**src/rtl/althea_led_arbiter_if.sv**
```systemverilog
// Requester-side bundle for the LED arbiter: request/pattern in, grant/led/busy out.
// state_dbg mirrors the arbiter FSM state (0 = IDLE, 1 = OWNED) for observation.
interface althea_led_arbiter_if #(
  parameter int NUM_REQUESTERS = 4
);
  logic [NUM_REQUESTERS-1:0]   request;
  logic [8*NUM_REQUESTERS-1:0] pattern;
  logic [NUM_REQUESTERS-1:0]   grant;
  logic [7:0]                  led;
  logic                        busy;
  logic                        state_dbg;

  modport master (
    output request, pattern,
    input  grant, led, busy, state_dbg
  );

  modport slave (
    input  request, pattern,
    output grant, led, busy, state_dbg
  );
endinterface

```
**src/rtl/althea_led_arbiter.sv**
```systemverilog
// Time-slicing round-robin arbiter sharing the 8-LED bank between requesters.
// Handshake: request is a level; grant is one-hot owner (or zero), led follows the owner's pattern one cycle later.
module althea_led_arbiter #(
  parameter int         NUM_REQUESTERS = 4,
  parameter int         HOLD_CYCLES    = 50000000,
  parameter logic [7:0] IDLE_PATTERN   = 8'h00
) (
  input logic                 clock,
  input logic                 reset,
  althea_led_arbiter_if.slave bus
);
  localparam int IW = (NUM_REQUESTERS > 1) ? $clog2(NUM_REQUESTERS) : 1;
  localparam int CW = (HOLD_CYCLES > 1) ? $clog2(HOLD_CYCLES) : 1;
  localparam logic [CW-1:0] CNT_MAX  = CW'(HOLD_CYCLES - 1);
  localparam logic [IW-1:0] LAST_RST = IW'(NUM_REQUESTERS - 1);

  typedef enum logic [0:0] {
    ST_IDLE  = 1'b0,
    ST_OWNED = 1'b1
  } state_t;

  state_t        state_q, state_d;
  logic [IW-1:0] owner_q, owner_d;
  logic [IW-1:0] last_q, last_d;
  logic [CW-1:0] cnt_q, cnt_d;
  logic [7:0]    led_q, led_d;

  logic [IW-1:0] pick_idx;
  logic [IW-1:0] cand;
  logic          pick_found;
  logic [NUM_REQUESTERS-1:0] grant;

  // Scan offsets from farthest to nearest so the nearest hit after last wins;
  // offset NUM_REQUESTERS lands on last itself and is considered least favoured.
  always_comb begin
    pick_found = 1'b0;
    pick_idx   = '0;
    cand       = '0;
    for (int i = NUM_REQUESTERS; i >= 1; i--) begin
      cand = IW'((int'(last_q) + i) % NUM_REQUESTERS);
      if (bus.request[cand]) begin
        pick_found = 1'b1;
        pick_idx   = cand;
      end
    end
  end

  always_comb begin
    state_d = state_q;
    owner_d = owner_q;
    last_d  = last_q;
    cnt_d   = cnt_q;
    unique case (state_q)
      ST_IDLE: begin
        if (pick_found) begin
          state_d = ST_OWNED;
          owner_d = pick_idx;
          last_d  = pick_idx;
          cnt_d   = '0;
        end
      end
      ST_OWNED: begin
        // Release and expiry share the same re-pick; on expiry the owner is
        // still requesting, so the pick always succeeds (possibly itself).
        if (!bus.request[owner_q] || (cnt_q == CNT_MAX)) begin
          cnt_d = '0;
          if (pick_found) begin
            owner_d = pick_idx;
            last_d  = pick_idx;
          end else begin
            state_d = ST_IDLE;
          end
        end else begin
          cnt_d = cnt_q + 1'b1;
        end
      end
      default: state_d = ST_IDLE;
    endcase
    led_d = (state_d == ST_OWNED) ? bus.pattern[{owner_d, 3'b000} +: 8] : IDLE_PATTERN;
  end

  always_ff @(posedge clock) begin
    if (reset) begin
      state_q <= ST_IDLE;
      owner_q <= '0;
      last_q  <= LAST_RST;
      cnt_q   <= '0;
      led_q   <= IDLE_PATTERN;
    end else begin
      state_q <= state_d;
      owner_q <= owner_d;
      last_q  <= last_d;
      cnt_q   <= cnt_d;
      led_q   <= led_d;
    end
  end

  assign grant         = (state_q == ST_OWNED) ? (NUM_REQUESTERS'(1) << owner_q) : '0;
  assign bus.grant     = grant;
  assign bus.busy      = |grant;
  assign bus.led       = led_q;
  assign bus.state_dbg = state_q;
endmodule
```
**src/flat_wrapper.sv**
```systemverilog
// flat-port wrapper written by rule: the top's interface ports become plain ports
module althea_led_arbiter_flat 
#(
  parameter int         NUM_REQUESTERS = 4,
  parameter int         HOLD_CYCLES    = 50000000,
  parameter logic [7:0] IDLE_PATTERN   = 8'h00
)
  (clock, reset, bus_request, bus_pattern, bus_grant, bus_led, bus_busy, bus_state_dbg);
  althea_led_arbiter_if #(.NUM_REQUESTERS(NUM_REQUESTERS)) bus_i ();
  input logic clock;
  input logic reset;
  input wire logic [$bits(bus_i.request)-1:0] bus_request;
  input wire logic [$bits(bus_i.pattern)-1:0] bus_pattern;
  output wire logic [$bits(bus_i.grant)-1:0] bus_grant;
  output wire logic [$bits(bus_i.led)-1:0] bus_led;
  output wire logic [$bits(bus_i.busy)-1:0] bus_busy;
  output wire logic [$bits(bus_i.state_dbg)-1:0] bus_state_dbg;
  assign bus_i.request = bus_request;
  assign bus_i.pattern = bus_pattern;
  assign bus_grant = bus_i.grant;
  assign bus_led = bus_i.led;
  assign bus_busy = bus_i.busy;
  assign bus_state_dbg = bus_i.state_dbg;
  althea_led_arbiter #(.NUM_REQUESTERS(NUM_REQUESTERS), .HOLD_CYCLES(HOLD_CYCLES), .IDLE_PATTERN(IDLE_PATTERN)) u_core (.clock(clock), .reset(reset), .bus(bus_i));
endmodule
```
**config.mk**
```make
export PLATFORM = sky130hd
export DESIGN_NAME = althea_led_arbiter_flat
export DESIGN_NICKNAME = d
export VERILOG_FILES = /design/src/rtl/althea_led_arbiter_if.sv /design/src/rtl/althea_led_arbiter.sv /design/src/flat_wrapper.sv
export SDC_FILE = /design/constraint.sdc
export NUM_CORES = 1
export LEC_CHECK = 0
export ABC_AREA = 1
export CAP_MARGIN = 20
export CELL_PAD_IN_SITES_DETAIL_PLACEMENT = 1
export CELL_PAD_IN_SITES_GLOBAL_PLACEMENT = 2
export CORE_MARGIN = 1.5
export CORE_UTILIZATION = 28
export CTS_BUF_LIST = sky130_fd_sc_hd__clkbuf_8
export DETAILED_ROUTE_END_ITERATION = 7
export GPL_ROUTABILITY_DRIVEN = 0
export PLACE_DENSITY_LB_ADDON = 0.1
export SLEW_MARGIN = 20
export SYNTH_ARGS = -nofsm -noshare
export SYNTH_HDL_FRONTEND = slang
export SYNTH_SLANG_ARGS = --single-unit
```
**constraint.sdc**
```tcl
create_clock -name clock -period 2.7 [get_ports clock]
set_clock_uncertainty 0.15 [all_clocks]
set_input_delay 0.27 -clock clock [delete_from_list [all_inputs] [get_ports clock]]
set_output_delay 0.27 -clock clock [all_outputs]
set_load 0.02 [all_outputs]
```
Word level (Yosys, flattened, before mapping)
Cells that the tools add are included.

Order comparisons: 5. Equal/unequal tests: 3. Muxes and demuxes: 31. Bitwise gates (word level): 2. Reductions and logical operators: 4. Shift-type cells: 2. Add/subtract/negate cells: 5.

Operators with widths (number): 26-bit 2-to-1 mux (2); 26-bit case mux with 2 select lines (1); 32-bit by 6-bit variable part select with 8-bit output (1); 26-bit by 1-bit adder with 26-bit output, second input constant (1); 26-bit equality test, second input constant (1); 2-bit 2-to-1 mux (8); 2-bit by 3-bit < comparator with 1-bit output, second input constant (5); 1-bit 2-to-1 mux (11); 1-bit binary-select mux with 2-bit select (5); 2-bit case mux with 2 select lines (2); 2-bit by 1-bit adder with 2-bit output, second input constant (2); 2-bit adder, second input constant (2); 4-bit 2-to-1 mux (1); 4-bit OR reduction (1); 1-bit by 2-bit left shift with 4-bit output, first input constant (1); 2-bit by 1-bit != test with 1-bit output, second input constant (1); 2-bit != test, second input constant (1); 1-bit NOT (2); 1-bit case mux with 2 select lines (1); 2-bit OR reduction (1); 1-bit zero test (1); 1-bit logical OR (1).

Word-level logic and storage cells: 57. Flip-flop bits (word level): 39.

Depth between registers and ports, before layout
Depth after elaboration: 12. Depth in mapped cells: 16.

Least setup slack after synthesis
OpenSTA, ideal clock, no wires.

Kind: register to register. Start: register u_core.cnt_q[0]. End: register u_core.led_q[5], in the netlist u_core.bus.led[5]. Arrival time: 1.632 ns. Period minus slack after synthesis: 1.905 ns. Stages on the path, launching flop included: 16. Setup slack: 0.795 ns. Library setup time: 0.123 ns. Data required time: 2.427 ns. Path through: dfxtp_1 -> ha_1 -> nand2_1 -> inv_1 -> nand2_1 -> nor2_1 -> nand2_1 -> nand2_4 -> nand2_4 -> inv_4 -> nand2_8 -> nand2_4 -> buf_6 -> nand2_1 -> nand3_1 -> a21oi_1.

Longest elaborated chain between the ends: 6. Elaborated cells between the ends (all ways): 9. Classes of those cells: eq/ne: 1; shift: 1; mux: 4; bitwise: 1; reduce/logical: 2.

RTL lines: from (decl) (line althea_led_arbiter.sv:25) `logic [CW-1:0] cnt_q, cnt_d;`; from (signal assigned) (line althea_led_arbiter.sv:93) `cnt_q <= cnt_d;`; 26-bit equality test (*) (line althea_led_arbiter.sv:65) `if (!bus.request[owner_q] || (cnt_q == CNT_MAX)) begin`; 1-bit logical OR (*) (line althea_led_arbiter.sv:65); parallel branches: the longest is 4 deep, another holds 32-bit by 6-bit variable part select with 8-bit output; to (signal assigned) (line althea_led_arbiter.sv:94) `led_q <= led_d;`; to (decl) (line althea_led_arbiter.sv:26) `logic [7:0] led_q, led_d;`.

Mark *: on every way between the ends. A chain may end at the register's enable or synchronous reset.

Worst setup path in the final report
Start: register u_core.cnt_q[1]. End: register u_core.led_q[0], in the netlist u_core.bus.led[0].

Same word-level chain as after synthesis.

==> metrics.txt <==
# TYPE chip_impl_metric gauge
chip_impl_metric{name="fillers",unit=""} 1155
chip_impl_metric{name="synth-seq-cells",unit=""} 39
chip_impl_metric{name="area_share_of_the_largest_cell_type_after_synthesis",unit="%"} 30.35
chip_impl_metric{name="finish.net_count",unit=""} 513
chip_impl_info{name="most_frequent_standard_cell_in_the_layout_excluding_fill_and_tap_cells",value="sky130_fd_sc_hd__nand2_1"} 1
chip_impl_metric{name="design.portCount",unit=""} 52
chip_impl_metric{name="final.hold.worst_slack",unit="ns"} 0.3345
chip_impl_metric{name="globalRoute.totalOverflow",unit=""} 0
chip_impl_metric{name="wl_final",unit="um"} 7922
chip_impl_info{name="hold_class",value="reg2reg"} 1
chip_impl_metric{name="drv.max_cap_violation_count",unit=""} 0
chip_impl_metric{name="register_area",unit="um^2"} 780.7
chip_impl_metric{name="syn-mean-instance-area",unit="um^2"} 6.081
chip_impl_metric{name="grt_start_max_net_pins",unit=""} 20
chip_impl_metric{name="m2_gr_usage",unit="%"} 28.22
chip_impl_metric{name="ys_seq_area_share",unit="%"} 30.35
chip_impl_metric{name="cp_data_required_time",unit="ns"} 2.78
chip_impl_metric{name="syn_area",unit="um^2"} 2572
chip_impl_info{name="cp-start-kind",value="register"} 1
chip_impl_metric{name="fin_tns_setup",unit="ns"} 0
chip_impl_metric{name="grt_use_met3",unit="%"} 3.404
chip_impl_metric{name="dieArea",unit="um^2"} 9771
chip_impl_metric{name="floorplan.core_area",unit="um^2"} 8806
chip_impl_info{name="critical_path_capture_point_type",value="register"} 1
chip_impl_metric{name="finalSetupViolations",unit=""} 0
chip_impl_metric{name="multi_input_comb_area",unit="um^2"} 1435
chip_impl_metric{name="worst_ep_arrival_time",unit="ns"} 2.30
chip_impl_metric{name="drive_above_1_share",unit="%"} 6.526
chip_impl_metric{name="cts.clk_slew.worst_paths",unit="ns"} 0.08
chip_impl_metric{name="insertion_delay",unit="ns"} 0.29
chip_impl_metric{name="slew_headroom",unit="%"} 74.08
chip_impl_info{name="status",value="finished clean"} 1
chip_impl_metric{name="syn_nets",unit=""} 462
chip_impl_info{name="rsz0062_at_grt",value="false"} 1
chip_impl_info{name="criticalPathCategory",value="reg2reg"} 1
chip_impl_metric{name="tightestPinTransition",unit="ns"} 0.3858
chip_impl_metric{name="hold_buffers",unit=""} 0
chip_impl_metric{name="ctsLongestPathBuffers",unit=""} 2
chip_impl_metric{name="max_clock_freq",unit="MHz"} 449.7
chip_impl_metric{name="yosys_warnings",unit=""} 0
chip_impl_metric{name="cts_repair_resize_count",unit=""} 0
chip_impl_metric{name="min_period_over_period",unit="%"} 82.36
chip_impl_metric{name="diodes",unit=""} 0
chip_impl_metric{name="cts_made_buffers",unit=""} 5
chip_impl_metric{name="power_per_cell_area",unit="nW/um^2"} 787.4
chip_impl_metric{name="route.vias.total",unit=""} 2790
chip_impl_metric{name="cts.htree.levels",unit=""} 2
chip_impl_metric{name="post-cts-setup-buffer-count",unit=""} 0
chip_impl_metric{name="portBuffers",unit=""} 51
chip_impl_metric{name="syn_inst",unit=""} 423
chip_impl_metric{name="timing.reg2reg.worst_path_depth",unit=""} 12
chip_impl_metric{name="global_route_wire_length_before_repair",unit="um"} 13650
chip_impl_metric{name="drt_first_iter_violations",unit=""} 75
chip_impl_metric{name="timing.hold.worst_path_depth",unit=""} 2
chip_impl_metric{name="antenna_found_initial",unit=""} 0
chip_impl_metric{name="ys_types",unit=""} 32
chip_impl_metric{name="cellLeakagePower",unit="nW"} 1.430
chip_impl_metric{name="worst_ir_drop_vdd",unit="mV"} 0.5485
chip_impl_metric{name="final_max_slew_viol_count",unit=""} 0
chip_impl_info{name="yosys.area.top_type",value="sky130_fd_sc_hd__dfxtp_1"} 1
chip_impl_metric{name="finalWorstPathRequiredPeriod",unit="ns"} 2.224
chip_impl_metric{name="via_per_inst",unit=""} 4.786
chip_impl_metric{name="initial_core_util",unit="%"} 29.21
chip_impl_info{name="root_buffer_cell",value="sky130_fd_sc_hd__clkbuf_8"} 1
chip_impl_info{name="gr-max-usage-layer",value="met2"} 1
chip_impl_metric{name="core.rowCount",unit=""} 34
chip_impl_metric{name="max_fo_critical_path",unit=""} 9
chip_impl_metric{name="die_h",unit="um"} 98.85
chip_impl_metric{name="clock-sinks",unit=""} 39
chip_impl_metric{name="syn_to_final_growth",unit="%"} 27.43
chip_impl_metric{name="global_route.usage.met1",unit="%"} 22.43
chip_impl_info{name="cts_tree",value="yes"} 1
chip_impl_info{name="ys_top_cells_by_area",value="sky130_fd_sc_hd__dfxtp_1, sky130_fd_sc_hd__nand2_1, sky130_fd_sc_hd__inv_1"} 1
chip_impl_metric{name="post-route-drc-count",unit=""} 0
chip_impl_metric{name="drt_pass1_iterations",unit=""} 4
chip_impl_metric{name="gr-usage-all-layers",unit="%"} 16.94
chip_impl_metric{name="grt_pass1_vias",unit=""} 2872
chip_impl_metric{name="final-hold-violation-count",unit=""} 0
chip_impl_metric{name="dp_hpwl",unit="um"} 6203
chip_impl_metric{name="chipWidth",unit="um"} 98.85
chip_impl_metric{name="drt-wirelength-per-cell",unit="um"} 13.59
chip_impl_metric{name="postRouteAntennaNets",unit=""} 0
chip_impl_info{name="final_cell_mix",value="sky130_fd_sc_hd__nand2_1, sky130_fd_sc_hd__inv_1, sky130_fd_sc_hd__clkdlybuf4s50_1, sky130_fd_sc_hd__nand3_1, sky130_fd_sc_hd__dfxtp_1"} 1
## path summary, 6_finish.rpt
path                     from           endpoint  slack [ns]
max           u_core.cnt_q[1]  u_core.bus.led[0]        0.48
min          u_core.cnt_q[22]   u_core.cnt_q[22]        0.33
max reg2reg   u_core.cnt_q[1]  u_core.bus.led[0]        0.48
min reg2reg  u_core.cnt_q[22]   u_core.cnt_q[22]        0.33
## area by class of cell
type	instances	area share (%)
Tap cell	108	4.122
Clock inverter	1	0.1145
Timing Repair Buffer	56	16.72
Sequential cell	39	23.82
Inverter	73	8.511
Clock buffer	7	2.939
Multi-Input combinational cell	299	43.78
## through the flow
step | utilization, % | cells | instance area [um^2] | worst slack, ns | power (W)
finish | 37.23 | 583 | 3278 | 0.4763 | 0.002581
global route | 37.23 | 583 | 3278 | 0.2248 | 0.002821
CTS | 37.23 | 583 | 3278 | 0.4299 | 0.002635
detailed placement | 36.09 | 575 | 3178 | 0.3138 | 0.002166
global placement | 36.09 | 575 | 3178 | 0.3465 | 0.002148
floorplan | - | 423 | 2572 | 0.7953 | 0.001806
## cell usage after synthesis
library cell,number
sky130_fd_sc_hd__nand3b_1,12
sky130_fd_sc_hd__clkbuf_1,4
sky130_fd_sc_hd__nand2_4,4
sky130_fd_sc_hd__buf_2,2
sky130_fd_sc_hd__nand4_1,5
sky130_fd_sc_hd__and2_1,1
sky130_fd_sc_hd__a211oi_1,2
sky130_fd_sc_hd__buf_6,2
sky130_fd_sc_hd__o21ai_0,16
sky130_fd_sc_hd__o211ai_1,2
sky130_fd_sc_hd__o21ai_1,1
sky130_fd_sc_hd__dfxtp_1,39
sky130_fd_sc_hd__ha_1,1
sky130_fd_sc_hd__nand2_1,128
sky130_fd_sc_hd__a221oi_1,3
sky130_fd_sc_hd__nand3_1,40
sky130_fd_sc_hd__nor3b_1,1
sky130_fd_sc_hd__inv_1,68
sky130_fd_sc_hd__o21bai_1,1
sky130_fd_sc_hd__a21oi_1,29
sky130_fd_sc_hd__nor4_1,1
sky130_fd_sc_hd__nand2_2,5
sky130_fd_sc_hd__inv_4,2
sky130_fd_sc_hd__o221a_2,1
sky130_fd_sc_hd__nor2_1,29
sky130_fd_sc_hd__o21a_1,1
sky130_fd_sc_hd__nand2_8,1
sky130_fd_sc_hd__a31oi_1,3
sky130_fd_sc_hd__nor2_2,3
sky130_fd_sc_hd__buf_4,4
sky130_fd_sc_hd__nor3_1,9
sky130_fd_sc_hd__inv_2,3
## layer usage
layer	wire length (um)	up-vias	share of wire [%]
li1	-	1445	-
met1	3779	1292	48
met2	3758	47	47
met3	307	6	3.9
met4	78	0	0.98
met5	0	-	0
## state kept, by name, summed over array words and instances, names as in the netlist
register              flops
u_core.bus.state_dbg      1
u_core.bus.led            8
u_core.last_q             2
u_core.cnt_q             26
u_core.owner_q            2
## cells by family (layout without fill, tap and decap cells)
logic type	after synthesis	in the layout	share of synthesized area (%)
AO/OA/AOI/OAI	59	59	12.89
buffers and inverters	85	137	13.86
AND/OR/NAND/NOR	239	239	42.41
adder cells (fa/ha/maj)	1	1	0.4863
flip-flops	39	39	30.35
## report_power, final
part / total, W / leakage (nW) / switching, W / internal (W)
logic: 0.00139 / 1.06 / 0.000874 / 0.000517
registers: 0.000735 / 0.318 / 0.0000770 / 0.000658
clock network: 0.000455 / 0.0557 / 0.000225 / 0.000230
## critical path, stage by stage (launching register included)
cell	delay [ns]
sky130_fd_sc_hd__dfxtp_1	0.38
sky130_fd_sc_hd__ha_1	0.21
sky130_fd_sc_hd__nand2_1	0.06
sky130_fd_sc_hd__inv_1	0.10
sky130_fd_sc_hd__nand2_1	0.12
sky130_fd_sc_hd__nor2_1	0.12
sky130_fd_sc_hd__nand2_1	0.10
sky130_fd_sc_hd__nand2_4	0.12
sky130_fd_sc_hd__nand2_4	0.09
sky130_fd_sc_hd__nand2_2	0.08
sky130_fd_sc_hd__o21a_1	0.36
sky130_fd_sc_hd__nand3_1	0.13
sky130_fd_sc_hd__a21oi_1	0.14
(Power assumes the default switching activity.)
